[config.mk]
export PLATFORM = sky130hd
export DESIGN_NAME = uart_tx_frame
export DESIGN_NICKNAME = d
export VERILOG_FILES = /design/src/rtl/uart_tx_frame.sv
export SDC_FILE = /design/constraint.sdc
export NUM_CORES = 1
export LEC_CHECK = 0
export CORE_AREA = 2 2 85 87
export DETAILED_ROUTE_END_ITERATION = 7
export DIE_AREA = 0 0 87 89
export MAX_ROUTING_LAYER = met4
export PLACE_DENSITY = 0.43
export SKIP_LAST_GASP = 1
export SLEW_MARGIN = 25
export SYNTH_ARGS = -nofsm -noshare
export SYNTH_HDL_FRONTEND = slang
export SYNTH_SLANG_ARGS = --single-unit
export TNS_END_PERCENT = 1
[constraint.sdc]
create_clock -name CLK -period 3.4 [get_ports CLK]
set_clock_uncertainty 0.15 [all_clocks]
set_input_delay 1.02 -clock CLK [delete_from_list [all_inputs] [get_ports CLK]]
set_output_delay 1.02 -clock CLK [all_outputs]
set_load 0.01 [all_outputs]
[src/rtl/uart_tx_frame.sv]
// uart_tx_frame: oversampled UART transmitter.
// Accepts one parallel word per Data_Valid handshake while idle and shifts it
// out as start / data (LSB first) / optional parity / stop, each bit held for
// the prescale value latched at acceptance. TX_OUT and busy come from flops.
module uart_tx_frame #(
   parameter int DATA_WIDTH     = 8,
   parameter int PRESCALE_WIDTH = 6
) (
   input  logic                      CLK,
   input  logic                      RST,
   input  logic [DATA_WIDTH-1:0]     P_DATA,
   input  logic                      Data_Valid,
   input  logic                      PAR_EN,
   input  logic                      PAR_TYP,
   input  logic [PRESCALE_WIDTH-1:0] prescale,
   output logic                      TX_OUT,
   output logic                      busy
);

   localparam int BIT_CNT_WIDTH = (DATA_WIDTH > 1) ? $clog2(DATA_WIDTH) : 1;
   localparam logic [BIT_CNT_WIDTH-1:0] LAST_BIT = BIT_CNT_WIDTH'(DATA_WIDTH - 1);

   typedef enum logic [2:0] {
      IDLE   = 3'd0,
      START  = 3'd1,
      DATA   = 3'd2,
      PARITY = 3'd3,
      STOP   = 3'd4
   } txState_t;

   txState_t                  r_state;
   txState_t                  w_nextState;

   logic [DATA_WIDTH-1:0]     r_data;
   logic                      r_parEn;
   logic                      r_parityBit;
   logic [PRESCALE_WIDTH-1:0] r_prescale;
   logic [PRESCALE_WIDTH-1:0] r_edgeCnt;
   logic [BIT_CNT_WIDTH-1:0]  r_bitCnt;
   logic                      r_txOut;
   logic                      r_busy;

   logic [PRESCALE_WIDTH-1:0] w_lastCnt;
   logic                      w_bitEnd;
   logic                      w_lastBit;
   logic                      w_accept;
   logic [BIT_CNT_WIDTH-1:0]  w_nextBitCnt;
   logic                      w_txNext;
   logic                      w_busyNext;

   // A latched prescale of zero behaves as a one-cycle bit period.
   assign w_lastCnt = (r_prescale == '0) ? '0 : (r_prescale - PRESCALE_WIDTH'(1));
   assign w_bitEnd  = (r_state != IDLE) && (r_edgeCnt == w_lastCnt);
   assign w_lastBit = (r_bitCnt == LAST_BIT);
   assign w_accept  = (r_state == IDLE) && Data_Valid;

   // State register: reset forces IDLE, aborting any frame in flight.
   always_ff @(posedge CLK) begin
      if (RST) begin
         r_state <= IDLE;
      end else begin
         r_state <= w_nextState;
      end
   end

   // Next-state logic: every non-idle state advances only at the end of its bit period.
   always_comb begin
      w_nextState = r_state;
      case (r_state)
         IDLE: begin
            if (Data_Valid) begin
               w_nextState = START;
            end
         end
         START: begin
            if (w_bitEnd) begin
               w_nextState = DATA;
            end
         end
         DATA: begin
            if (w_bitEnd && w_lastBit) begin
               w_nextState = r_parEn ? PARITY : STOP;
            end
         end
         PARITY: begin
            if (w_bitEnd) begin
               w_nextState = STOP;
            end
         end
         STOP: begin
            if (w_bitEnd) begin
               w_nextState = IDLE;
            end
         end
         default: begin
            w_nextState = IDLE;
         end
      endcase
   end

   // Data bit index for the coming cycle: steps at each data bit end, wraps to 0 after the last.
   always_comb begin
      w_nextBitCnt = r_bitCnt;
      if (r_state == IDLE) begin
         w_nextBitCnt = '0;
      end else if ((r_state == DATA) && w_bitEnd) begin
         w_nextBitCnt = w_lastBit ? '0 : (r_bitCnt + BIT_CNT_WIDTH'(1));
      end
   end

   // Output decode from the upcoming state, so the registered line changes together with the state.
   always_comb begin
      w_txNext   = 1'b1;
      w_busyNext = 1'b0;
      case (w_nextState)
         IDLE: begin
            w_txNext   = 1'b1;
            w_busyNext = 1'b0;
         end
         START: begin
            w_txNext   = 1'b0;
            w_busyNext = 1'b1;
         end
         DATA: begin
            w_txNext   = r_data[w_nextBitCnt];
            w_busyNext = 1'b1;
         end
         PARITY: begin
            w_txNext   = r_parityBit;
            w_busyNext = 1'b1;
         end
         STOP: begin
            w_txNext   = 1'b1;
            w_busyNext = 1'b1;
         end
         default: begin
            w_txNext   = 1'b1;
            w_busyNext = 1'b0;
         end
      endcase
   end

   // Output flops keep TX_OUT and busy glitch-free; reset returns the line to idle-high.
   always_ff @(posedge CLK) begin
      if (RST) begin
         r_txOut <= 1'b1;
         r_busy  <= 1'b0;
      end else begin
         r_txOut <= w_txNext;
         r_busy  <= w_busyNext;
      end
   end

   // Bit timing counters and the frame holding registers captured on acceptance.
   always_ff @(posedge CLK) begin
      if (RST) begin
         r_edgeCnt   <= '0;
         r_bitCnt    <= '0;
         r_data      <= '0;
         r_parEn     <= 1'b0;
         r_parityBit <= 1'b0;
         r_prescale  <= '0;
      end else begin
         if ((r_state == IDLE) || w_bitEnd) begin
            r_edgeCnt <= '0;
         end else begin
            r_edgeCnt <= r_edgeCnt + PRESCALE_WIDTH'(1);
         end
         r_bitCnt <= w_nextBitCnt;
         if (w_accept) begin
            r_data      <= P_DATA;
            r_parEn     <= PAR_EN;
            r_parityBit <= (^P_DATA) ^ PAR_TYP;
            r_prescale  <= prescale;
         end
      end
   end

   assign TX_OUT = r_txOut;
   assign busy   = r_busy;

endmodule

==> results.tsv <==
stage	metric	value	unit
run_status	status	finished, final reports clean	
route	route.detailed.drc	0	
route	drtIter0Drc	74	
timing	tightest_slew	624	ps
yosys	yosysSeqAreaShare	0.358	
die	ios	21	
worst_setup_path	crit_arrival	3240	ps
final_layout	layout.nets	245	
clock_network	cts.sinks	30	
global_routing	grt_max_degree	22	
timing	timing.slew.headroom	0.583	
yosys	yosysTopAreaCell	dfxtp_1	
yosys	synth_mux_area_frac	0.0261	
worst_setup_path	r2r-end	TX_OUT$_SDFF_PP1_	
final_layout	drive_gt1_frac	0.139	
route	num_vias	1455	
clock_network	ctsHoldBuffers	0	
yosys	synth.avg_cell_area	8.38	um2
worst_setup_path	crit_path_end	TX_OUT$_SDFF_PP1_	
power_and_ir_drop	p_per_area	467	nW/um2
yosys	synthSimpleGateAreaFrac	0.264	
yosys	synth-xor-area-share	0.0784	
clock_network	root_buffer	clkbuf_8	
global_routing	grt_pass1_vias	1341	
place	port_buffers	20	
final_layout	antenna_cells	0	
worst_setup_path	worstSetupStartpoint	r_prescale[1]$_SDFFE_PP0P_	
route	routed_wl	3670	um
yosys	synth_area	1680	um2
yosys	ys_types	51	
die	die_x	87	um
yosys	synth_fp_nets	223	
yosys	synthTopCellsByArea	dfxtp_1 36%, nand2_1 8.5%, a21oi_1 6.6%	
yosys	synth_edf_count	0	
die	initial_utilization	0.249	
global_routing	grt_antenna_before_repair	0	
yosys	ys.flop_type	dfxtp_1	
worst_setup_path	r2r_setup_slack	170	ps
worst_setup_path	cp_max_fo	12	
worst_setup_path	worst_ep_required_time	3410	ps
worst_setup_path	critical_path_class	reg -> reg	
worst_setup_path	cp-start-kind	register	
global_routing	grt_overflow	0	
worst_setup_path	crit_path_end_kind	register	
yosys	synth-seq-cells	30	
yosys	synthArstFlopShare	0	
power_and_ir_drop	ir_worst_vdd	183	uV
final_layout	final_util	0.308	
timing	final-max-slew-violation-count	0	
timing	tns	0	ps
final_layout	design_area	2070	um2
worst_setup_path	ff2ff_path_depth	12	
yosys	yosysTopAreaCellShare	0.358	
die	core_area	6720	um2
clock_network	clock_latency	280	ps
global_routing	grt_pass1_wl	6250	um
hold_path	holdPathStages	2	
place	pre_cts_slack	103	ps
route	viasPerCell	4.80	
clock_network	cts_tree	done	
clock_network	clk_pin_slew_worst_paths	70	ps
clock_network	htreeDepth	2	
place	hpwl	2720	um
clock_network	cts-buffers-inserted	5	
timing	fin_ws	173	ps
yosys	synth_top_family_by_area	simple AND/OR/NAND/NOR gates	
place	gp_congestion	0.839	
worst_setup_path	timing.rr.start	r_prescale[1]$_SDFFE_PP0P_	
timing	period_needed	3230	ps
route	drt-wirelength-per-cell	12.1	um
yosys	synth_compound_area_frac	0.202	
timing	setup_viol	0	
hold_path	hp-class	reg -> reg	
global_routing	grtUsageTotal	0.107	
timing	min_period_over_period	0.949	
clock_network	cts_buffer_depth	2	
route	postRouteAntennaNets	0	
timing	finalHoldViolCount	0	
die	die_h	89	um
route	drt-pass1-iter-count	4	
timing	rsz0062_at_grt	false	
yosys	synth-adder-area-share	0.0299	
place	place_area	1960	um2
power_and_ir_drop	leakage	0.000767	uW
flow_run	maxCapViolations	0	
die	row_count	30	
die	dieArea	7740	um2
yosys	netlist_instances	200	
final_layout	area_growth_syn_to_layout	23.7	%
yosys	yosys_warnings	0	
timing	max_freq	310	MHz
power_and_ir_drop	p_total	967	uW
[flip-flops by register name, indices dropped and copies added (netlist names)]
register     count
r_data           8
TX_OUT           1
r_parEn          1
r_state          3
r_prescale       6
r_bitCnt         3
r_edgeCnt        6
r_parityBit      1
busy             1
[final cells by class]
class | instances | area (um2)
inverter | 7 | 26.3
sequential | 30 | 601
clock inverter | 1 | 5.00
fill | 724 | 4650
timing repair buffer | 24 | 230
clock buffer | 7 | 86.3
tap | 80 | 100
multi-input combinational | 154 | 1020
[critical path, cell delays in order, from the launching register on]
cell	delay, ps
dfxtp_1	340
inv_1	70
ha_2	210
or4b_4	490
o22ai_1	190
o32ai_2	100
nor4b_4	140
buf_4	150
and2_4	210
a221oi_4	300
mux2_2	380
a221oi_1	270
a31oi_1	110
[per-layer routing]
metal,routed length (um),track usage
met5,0,-
met4,60,0.0341
met3,174,0.0332
met2,1640,0.158
met1,1790,0.139
[cells by family after synthesis]
group	Yosys count
fa+ha+maj	4
flops	30
xor+xnor	15
buf+inv	16
simple gates	86
mux	4
compound gates	45
[synth_stat cells, drive strengths merged (3+ instances only)]
cell type  instances
and3               5
or3                3
xnor2             10
nor2              18
dfxtp             30
nand2             38
xor2               5
a221oi             4
nand3              6
inv                7
mux2               3
ha                 4
a21oi             23
clkbuf             7
[power by group]
part           internal [uW]  switching [uW]  total [uW]
sequential               379            26.7         406
clock                    163             137         301
combinational            127             134         261
[worst min-delay path by stage]
stage	from	to	slack [ps]
2_1_floorplan	r_parityBit$_SDFFE_PP0P_	r_parityBit$_SDFFE_PP0P_	280
3_3_place_gp	r_data[0]$_SDFFE_PP0P_	r_data[0]$_SDFFE_PP0P_	290
3_5_place_dp	r_data[7]$_SDFFE_PP0P_	r_data[7]$_SDFFE_PP0P_	300
4_1_cts	r_data[0]$_SDFFE_PP0P_	r_data[0]$_SDFFE_PP0P_	310
5_1_grt	r_data[0]$_SDFFE_PP0P_	r_data[0]$_SDFFE_PP0P_	330
6_report	r_data[0]$_SDFFE_PP0P_	r_data[0]$_SDFFE_PP0P_	310
[cells in the final DEF, fill, tap and decap left out, drive strengths merged, types with 6 or more instances in the layout]
cell type,count
nand2,38
dfxtp,30
a21oi,23
clkdlybuf4s50,20
nor2,18
xnor2,10
inv,7
clkbuf,7
nand3,6
[per-stage QoR]
step           hold WS (ps)  instances
6_report                306        303
5_1_grt                 328        303
4_1_cts                 307        302
3_5_place_dp            297        294
3_3_place_gp            293        294
2_1_floorplan           283        200
[repair_timing]
action,4_1_cts,5_1_grt
resized for setup,0,3
buffers inserted,0,1
setup endpoints to repair,0,1
(Power assumes the default switching activity.)
